==> src/rtl/io_debounce.sv <==
// ---------------------------------------------------------------------------
// io_debounce
//
// Conditions raw board inputs (switches/buttons) before they reach design
// logic. Each channel has the same independent pipeline:
//   raw pin -> 2-flop synchronizer -> debounce FSM -> registered output stage
// The output stage turns the settled FSM state into a clean level plus
// one-cycle rise/fall pulses.
//
// Latency: a clean raw step held stable changes o_level exactly
// 2 + DEBOUNCE_CYCLES clocks after the edge that first captures it. That is
// one synchronizer stage, DEBOUNCE_CYCLES FSM samples and one output register.
//
// Optional feature (compile-time macro IO_DEBOUNCE_AUTOREPEAT_EN):
//   When defined, a channel held high re-pulses o_rise REPEAT_DELAY clocks
//   after its level rose, then every REPEAT_PERIOD clocks while it stays high.
//   When undefined, no repeat counters exist and o_rise only marks the
//   debounced 0->1 transition.
//
// Parameters:
//   WIDTH           number of independent channels
//   DEBOUNCE_CYCLES clocks a new synchronized value must hold (2 .. 2^24)
//   REPEAT_DELAY    clocks high before the first repeat pulse (autorepeat)
//   REPEAT_PERIOD   clocks between later repeat pulses, 1 .. REPEAT_DELAY
//
// Ports:
//   clk      system clock
//   rst      asynchronous active-high reset
//   i_raw    raw asynchronous pin inputs, one bit per channel
//   o_level  debounced level per channel
//   o_rise   one-cycle pulse on a debounced 0->1 (plus repeats if enabled)
//   o_fall   one-cycle pulse on a debounced 1->0
//   o_any    OR of o_rise, registered together with the pulses
// ---------------------------------------------------------------------------
module io_debounce #(
  parameter int WIDTH           = 5,
  parameter int DEBOUNCE_CYCLES = 1000000,
  parameter int REPEAT_DELAY    = 50000000,
  parameter int REPEAT_PERIOD   = 10000000
) (
  input  logic             clk,
  input  logic             rst,
  input  logic [WIDTH-1:0] i_raw,
  output logic [WIDTH-1:0] o_level,
  output logic [WIDTH-1:0] o_rise,
  output logic [WIDTH-1:0] o_fall,
  output logic             o_any
);

  localparam int CNT_W = $clog2(DEBOUNCE_CYCLES + 1);
  localparam logic [CNT_W-1:0] CNT_ONE  = CNT_W'(1);
  localparam logic [CNT_W-1:0] CNT_LAST = CNT_W'(DEBOUNCE_CYCLES - 1);

  typedef enum logic [1:0] {
    S_LO      = 2'd0,
    S_WAIT_HI = 2'd1,
    S_HI      = 2'd2,
    S_WAIT_LO = 2'd3
  } state_e;

  logic [WIDTH-1:0] syncMeta_q;
  logic [WIDTH-1:0] syncOut_q;

  state_e           state_q [WIDTH];
  state_e           state_d [WIDTH];
  logic [CNT_W-1:0] cnt_q   [WIDTH];
  logic [CNT_W-1:0] cnt_d   [WIDTH];

  logic [WIDTH-1:0] level_q, level_d;
  logic [WIDTH-1:0] rise_q,  rise_d;
  logic [WIDTH-1:0] fall_q,  fall_d;
  logic             any_q,   any_d;
  logic [WIDTH-1:0] repHit;

  // Two-stage synchronizer. The first stage may go metastable, so nothing
  // but the second stage ever looks at it.
  always_ff @(posedge clk or posedge rst) begin
    if (rst) begin
      syncMeta_q <= '0;
      syncOut_q  <= '0;
    end else begin
      syncMeta_q <= i_raw;
      syncOut_q  <= syncMeta_q;
    end
  end

  // Debounce state and hold counter for every channel.
  always_ff @(posedge clk or posedge rst) begin
    if (rst) begin
      for (int i = 0; i < WIDTH; i++) begin
        state_q[i] <= S_LO;
        cnt_q[i]   <= '0;
      end
    end else begin
      for (int i = 0; i < WIDTH; i++) begin
        state_q[i] <= state_d[i];
        cnt_q[i]   <= cnt_d[i];
      end
    end
  end

  // Next-state logic. Entering a WAIT state loads 1 because that sample
  // already counts as the first one at the new value. Every exit from a WAIT
  // state clears the counter, so it never passes DEBOUNCE_CYCLES-1 and never
  // wraps.
  always_comb begin
    for (int i = 0; i < WIDTH; i++) begin
      state_d[i] = state_q[i];
      cnt_d[i]   = cnt_q[i];
      unique case (state_q[i])
        S_LO: begin
          if (syncOut_q[i]) begin
            state_d[i] = S_WAIT_HI;
            cnt_d[i]   = CNT_ONE;
          end
        end
        S_WAIT_HI: begin
          if (!syncOut_q[i]) begin
            state_d[i] = S_LO;
            cnt_d[i]   = '0;
          end else if (cnt_q[i] == CNT_LAST) begin
            state_d[i] = S_HI;
            cnt_d[i]   = '0;
          end else begin
            cnt_d[i] = cnt_q[i] + CNT_ONE;
          end
        end
        S_HI: begin
          if (!syncOut_q[i]) begin
            state_d[i] = S_WAIT_LO;
            cnt_d[i]   = CNT_ONE;
          end
        end
        S_WAIT_LO: begin
          if (syncOut_q[i]) begin
            state_d[i] = S_HI;
            cnt_d[i]   = '0;
          end else if (cnt_q[i] == CNT_LAST) begin
            state_d[i] = S_LO;
            cnt_d[i]   = '0;
          end else begin
            cnt_d[i] = cnt_q[i] + CNT_ONE;
          end
        end
        default: begin
          state_d[i] = S_LO;
          cnt_d[i]   = '0;
        end
      endcase
    end
  end

`ifdef IO_DEBOUNCE_AUTOREPEAT_EN
  localparam int REP_W = $clog2(REPEAT_DELAY + 1);
  localparam logic [REP_W-1:0] REP_ONE    = REP_W'(1);
  localparam logic [REP_W-1:0] REP_LAST   = REP_W'(REPEAT_DELAY - 1);
  localparam logic [REP_W-1:0] REP_RELOAD = REP_W'(REPEAT_DELAY - REPEAT_PERIOD);

  logic [REP_W-1:0] repCnt_q [WIDTH];
  logic [REP_W-1:0] repCnt_d [WIDTH];

  // Repeat counter per channel. It counts clocks with the level held high.
  // A WAIT_LO excursion keeps the level high, so it keeps counting. After the
  // first hit it reloads so the following hits are REPEAT_PERIOD apart.
  // It clears the moment the level drops.
  always_comb begin
    for (int i = 0; i < WIDTH; i++) begin
      repHit[i]   = level_q[i] && level_d[i] && (repCnt_q[i] == REP_LAST);
      repCnt_d[i] = repCnt_q[i] + REP_ONE;
      if (!level_q[i] || !level_d[i]) begin
        repCnt_d[i] = '0;
      end else if (repHit[i]) begin
        repCnt_d[i] = REP_RELOAD;
      end
    end
  end

  always_ff @(posedge clk or posedge rst) begin
    if (rst) begin
      for (int i = 0; i < WIDTH; i++) begin
        repCnt_q[i] <= '0;
      end
    end else begin
      for (int i = 0; i < WIDTH; i++) begin
        repCnt_q[i] <= repCnt_d[i];
      end
    end
  end
`else
  assign repHit = '0;
`endif

  // Output stage. The level is high whenever the FSM has committed high,
  // including a pending WAIT_LO. The pulses come from comparing that level
  // with its registered copy, so rise and fall can never coincide on one
  // channel.
  always_comb begin
    level_d = '0;
    for (int i = 0; i < WIDTH; i++) begin
      level_d[i] = (state_q[i] == S_HI) || (state_q[i] == S_WAIT_LO);
    end
    rise_d = (level_d & ~level_q) | repHit;
    fall_d = ~level_d & level_q;
    any_d  = |rise_d;
  end

  always_ff @(posedge clk or posedge rst) begin
    if (rst) begin
      level_q <= '0;
      rise_q  <= '0;
      fall_q  <= '0;
      any_q   <= 1'b0;
    end else begin
      level_q <= level_d;
      rise_q  <= rise_d;
      fall_q  <= fall_d;
      any_q   <= any_d;
    end
  end

  assign o_level = level_q;
  assign o_rise  = rise_q;
  assign o_fall  = fall_q;
  assign o_any   = any_q;

endmodule
==> config.mk <==
export PLATFORM = sky130hd
export DESIGN_NAME = io_debounce
export DESIGN_NICKNAME = d
export VERILOG_FILES = /design/src/rtl/io_debounce.sv
export SDC_FILE = /design/constraint.sdc
export NUM_CORES = 1
export LEC_CHECK = 0
export ABC_CLOCK_PERIOD_IN_PS = 7250
export BUFFER_PORTS_ARGS = -buffer_cell sky130_fd_sc_hd__buf_4
export CORE_ASPECT_RATIO = 1.4
export CORE_MARGIN = 2
export CORE_UTILIZATION = 35
export DETAILED_ROUTE_END_ITERATION = 8
export SYNTH_ARGS = -nofsm -noshare
export SYNTH_HDL_FRONTEND = slang
export SYNTH_SLANG_ARGS = --single-unit
==> constraint.sdc <==
create_clock -name clk -period 7.25 [get_ports clk]
set_input_delay 0.3625 -clock clk [delete_from_list [all_inputs] [get_ports clk]]
set_output_delay 0.3625 -clock clk [all_outputs]
set_load 0.02 [all_outputs]
==> impl_metrics.json <==
{
  "start_kind": "flip-flop",
  "grt_pass1_wl_um": 25340,
  "cts_buffers": 17,
  "synth.distinct_cells": 56,
  "cts_sinks": 136,
  "hold_viol": 0,
  "nets": 723,
  "ctsHoldBuffers": 0,
  "drive_above_1_share": 0.1065,
  "postLayoutCellArea_sq_um": 7760,
  "die_w_um": 121.8,
  "finalSetupViolCount": 0,
  "ys_seq_area_frac": 0.5004,
  "io_pins": 23,
  "finalCriticalPeriod_ns": 2.476,
  "antenna_found_initial": 0,
  "fp-row-count": 60,
  "synth_top_area_frac": 0.5004,
  "clock_skew_ns": 0.009120,
  "ys.flop_type": "dfrtp_1",
  "syn_inst": 702,
  "die-area_sq_um": 20580,
  "post-route-period-util": 0.3415,
  "setup_tns_ns": 0,
  "io_buffers": 22,
  "cts_resized": 0,
  "max_stage_delay_ns": 0.83,
  "layout_setup_ws_ns": 4.774,
  "post-synth-top-count-cell": "dfrtp_1",
  "routed_wl_um": 14950,
  "post-cts-setup-buffers": 0,
  "grt_overflow": 0,
  "area_delta_synth_final_pct": 14.09,
  "cpMaxStageDelayCell": "a21oi_2",
  "max-slew-margin-rel": 0.1653,
  "grt_pass1_vias": 5173,
  "leakage_nw": 3.322,
  "ctsHtreeMaxLevel": 4,
  "synth_area_leaders": "dfrtp_1 (50%), nand2_1 (4.9%), a31oi_1 (3.9%)",
  "wire_per_inst_um": 15.39,
  "synth_common_cells": "dfrtp_1 (136), nand2_1 (89), nand3_1 (49), a31oi_1 (42), o21ai_0 (38)",
  "hpwl_um": 9732,
  "clockRootBuffer": "clkbuf_16",
  "die_height_um": 168.9,
  "path_clk_slew_ns": 0.06,
  "path_class": "reg -> reg",
  "diodes": 0,
  "drt_iter0_drc": 384,
  "slew_violations": 0,
  "clk_latency_ns": 0.42,
  "syn_area_per_cell_sq_um": 9.689,
  "dr.pass1.iters": 5,
  "pre_cts_ws_ns": 4.766,
  "ir_drop_uv": 184.8,
  "synth_top_area_cell": "dfrtp_1",
  "gp_congestion": 0.7587,
  "timing.fmax_ghz": 0.4039,
  "synth_edf_count": 0,
  "grt_max_degree": 71,
  "crit_chain": "ha_1, nand4_1, nor4_2, a21oi_2, nand2_1, o311ai_0",
  "critPathArrivalTime_ns": 2.78,
  "grt_use_total": 0.1538,
  "totalPowerFinal_mw": 2.348,
  "vias": 5351,
  "top_usage_layer": "met2",
  "grtUsageMet1": 0.1923,
  "synth_seq_cells": 136,
  "cts_buffer_depth": 2,
  "syn_area_sq_um": 6802,
  "drc": 0,
  "rsz0062_at_grt": "false",
  "use_met3": 0.03841,
  "cts_tree": "yes",
  "worst-path-max-fanout": 26,
  "vias_per_cell": 5.511,
  "status": "finished, final reports clean",
  "async_reset_ff_frac": 1.000,
  "utilization": 0.4054,
  "postRouteAntennaNets": 0,
  "end_kind": "flip-flop",
  "met2_usage": 0.2502,
  "syn_nets": 714,
  "crit_required_ns": 7.55,
  "placed_cell_area_sq_um": 7128,
  "start_util": 0.3553,
  "hold_class": "in -> async",
  "max_cap_violations": 0,
  "cellPowerDensity_nw_per_um2": 302.5,
  "core-area_sq_um": 19140,
  "ys_warn_count": 0,
  "worst_pin_slew_ns": 1.252
}
==> cells by family after synthesis <==
logic type / count (synthesis) / synth area share
fa+ha+maj: 5 / 0.009198
compound gates: 184 / 0.1772
mux: 12 / 0.01821
xor+xnor: 20 / 0.02575
simple gates: 295 / 0.2351
buf+inv: 50 / 0.03422
flops: 136 / 0.5004
==> through the flow <==
step | hold slack [ns] | cells
after floorplan | 0.3312 | 702
after global placement | 0.3329 | 940
after detailed placement | 0.3379 | 940
after CTS | 0.02499 | 971
after global routing | 0.02378 | 971
final | 0.03655 | 971
==> worst max-delay path, delay by kind of cell, from the launching register on <==
| family | cells | cell delay (ns) |
|---|---|---|
| AOI/OAI and AO/OA | 2 | 1.22 |
| DFF | 1 | 0.42 |
| and+or+nand+nor | 3 | 0.45 |
| adders and majority gates | 1 | 0.26 |
==> placed cells by master (no fill, tap or decap), types with 11 or more instances in the layout <==
| cell | n |
|---|---|
| dfrtp_1 | 136 |
| or3_1 | 11 |
| nand4_1 | 25 |
| o21ai_0 | 38 |
| inv_1 | 15 |
| a31oi_1 | 42 |
| and3_1 | 16 |
| nand2_1 | 89 |
| buf_4 | 24 |
| nor2_1 | 24 |
| a22o_1 | 16 |
| a21o_1 | 20 |
| nand3_1 | 49 |
| xor2_1 | 12 |
| clkbuf_16 | 17 |
| a21oi_1 | 33 |
==> registers in the layout, indices dropped and copies added, names as in the netlist, named ones only <==
signal,cells
cnt_q,100
o_any,1
o_fall,5
o_level,5
o_rise,5
state_q,5
syncMeta_q,5
syncOut_q,5
==> layer usage <==
metal | vias to the layer above | routed length [um]
met4 | 0 | 307
met5 | - | 0
met2 | 76 | 7363
met1 | 2625 | 6784
li1 | 2627 | -
met3 | 23 | 489
==> report_power, final <==
part           leakage [nW]  total, mW  switching, mW  internal, mW
Combinational          1.19      0.502          0.331         0.171
Clock                 0.303      0.929          0.319         0.610
Sequential             1.83      0.917         0.0816         0.835
Total                  3.32       2.35          0.731          1.62
==> cell type report <==
type	instances	area, sq um
clock inverter	7	140.1
tap	248	310.3
sequential	136	3403
clock buffer	24	491.7
fill	1906	11380
timing repair buffer	24	180.2
multi-input combinational	516	3169
inverter	16	65.06
==> worst paths after layout <==
check                                   startpoint                      end  slack, ns  cells after the start
min                                            rst     cnt_q[4]$_DFFE_PP0P_       0.04                      2
min in group clk                          i_raw[4]  syncMeta_q[4]$_DFF_PP0_       0.04                      1
max                          cnt_q[80]$_DFFE_PP0P_    cnt_q[89]$_DFFE_PP0P_       4.77                      6
min reg2reg                syncMeta_q[3]$_DFF_PP0_   syncOut_q[3]$_DFF_PP0_       0.34                      0
max in group asynchronous                      rst    cnt_q[56]$_DFFE_PP0P_       5.90                      3
max reg2reg                  cnt_q[80]$_DFFE_PP0P_    cnt_q[89]$_DFFE_PP0P_       4.77                      6
Note: power is estimated with default switching activity, not from simulation.
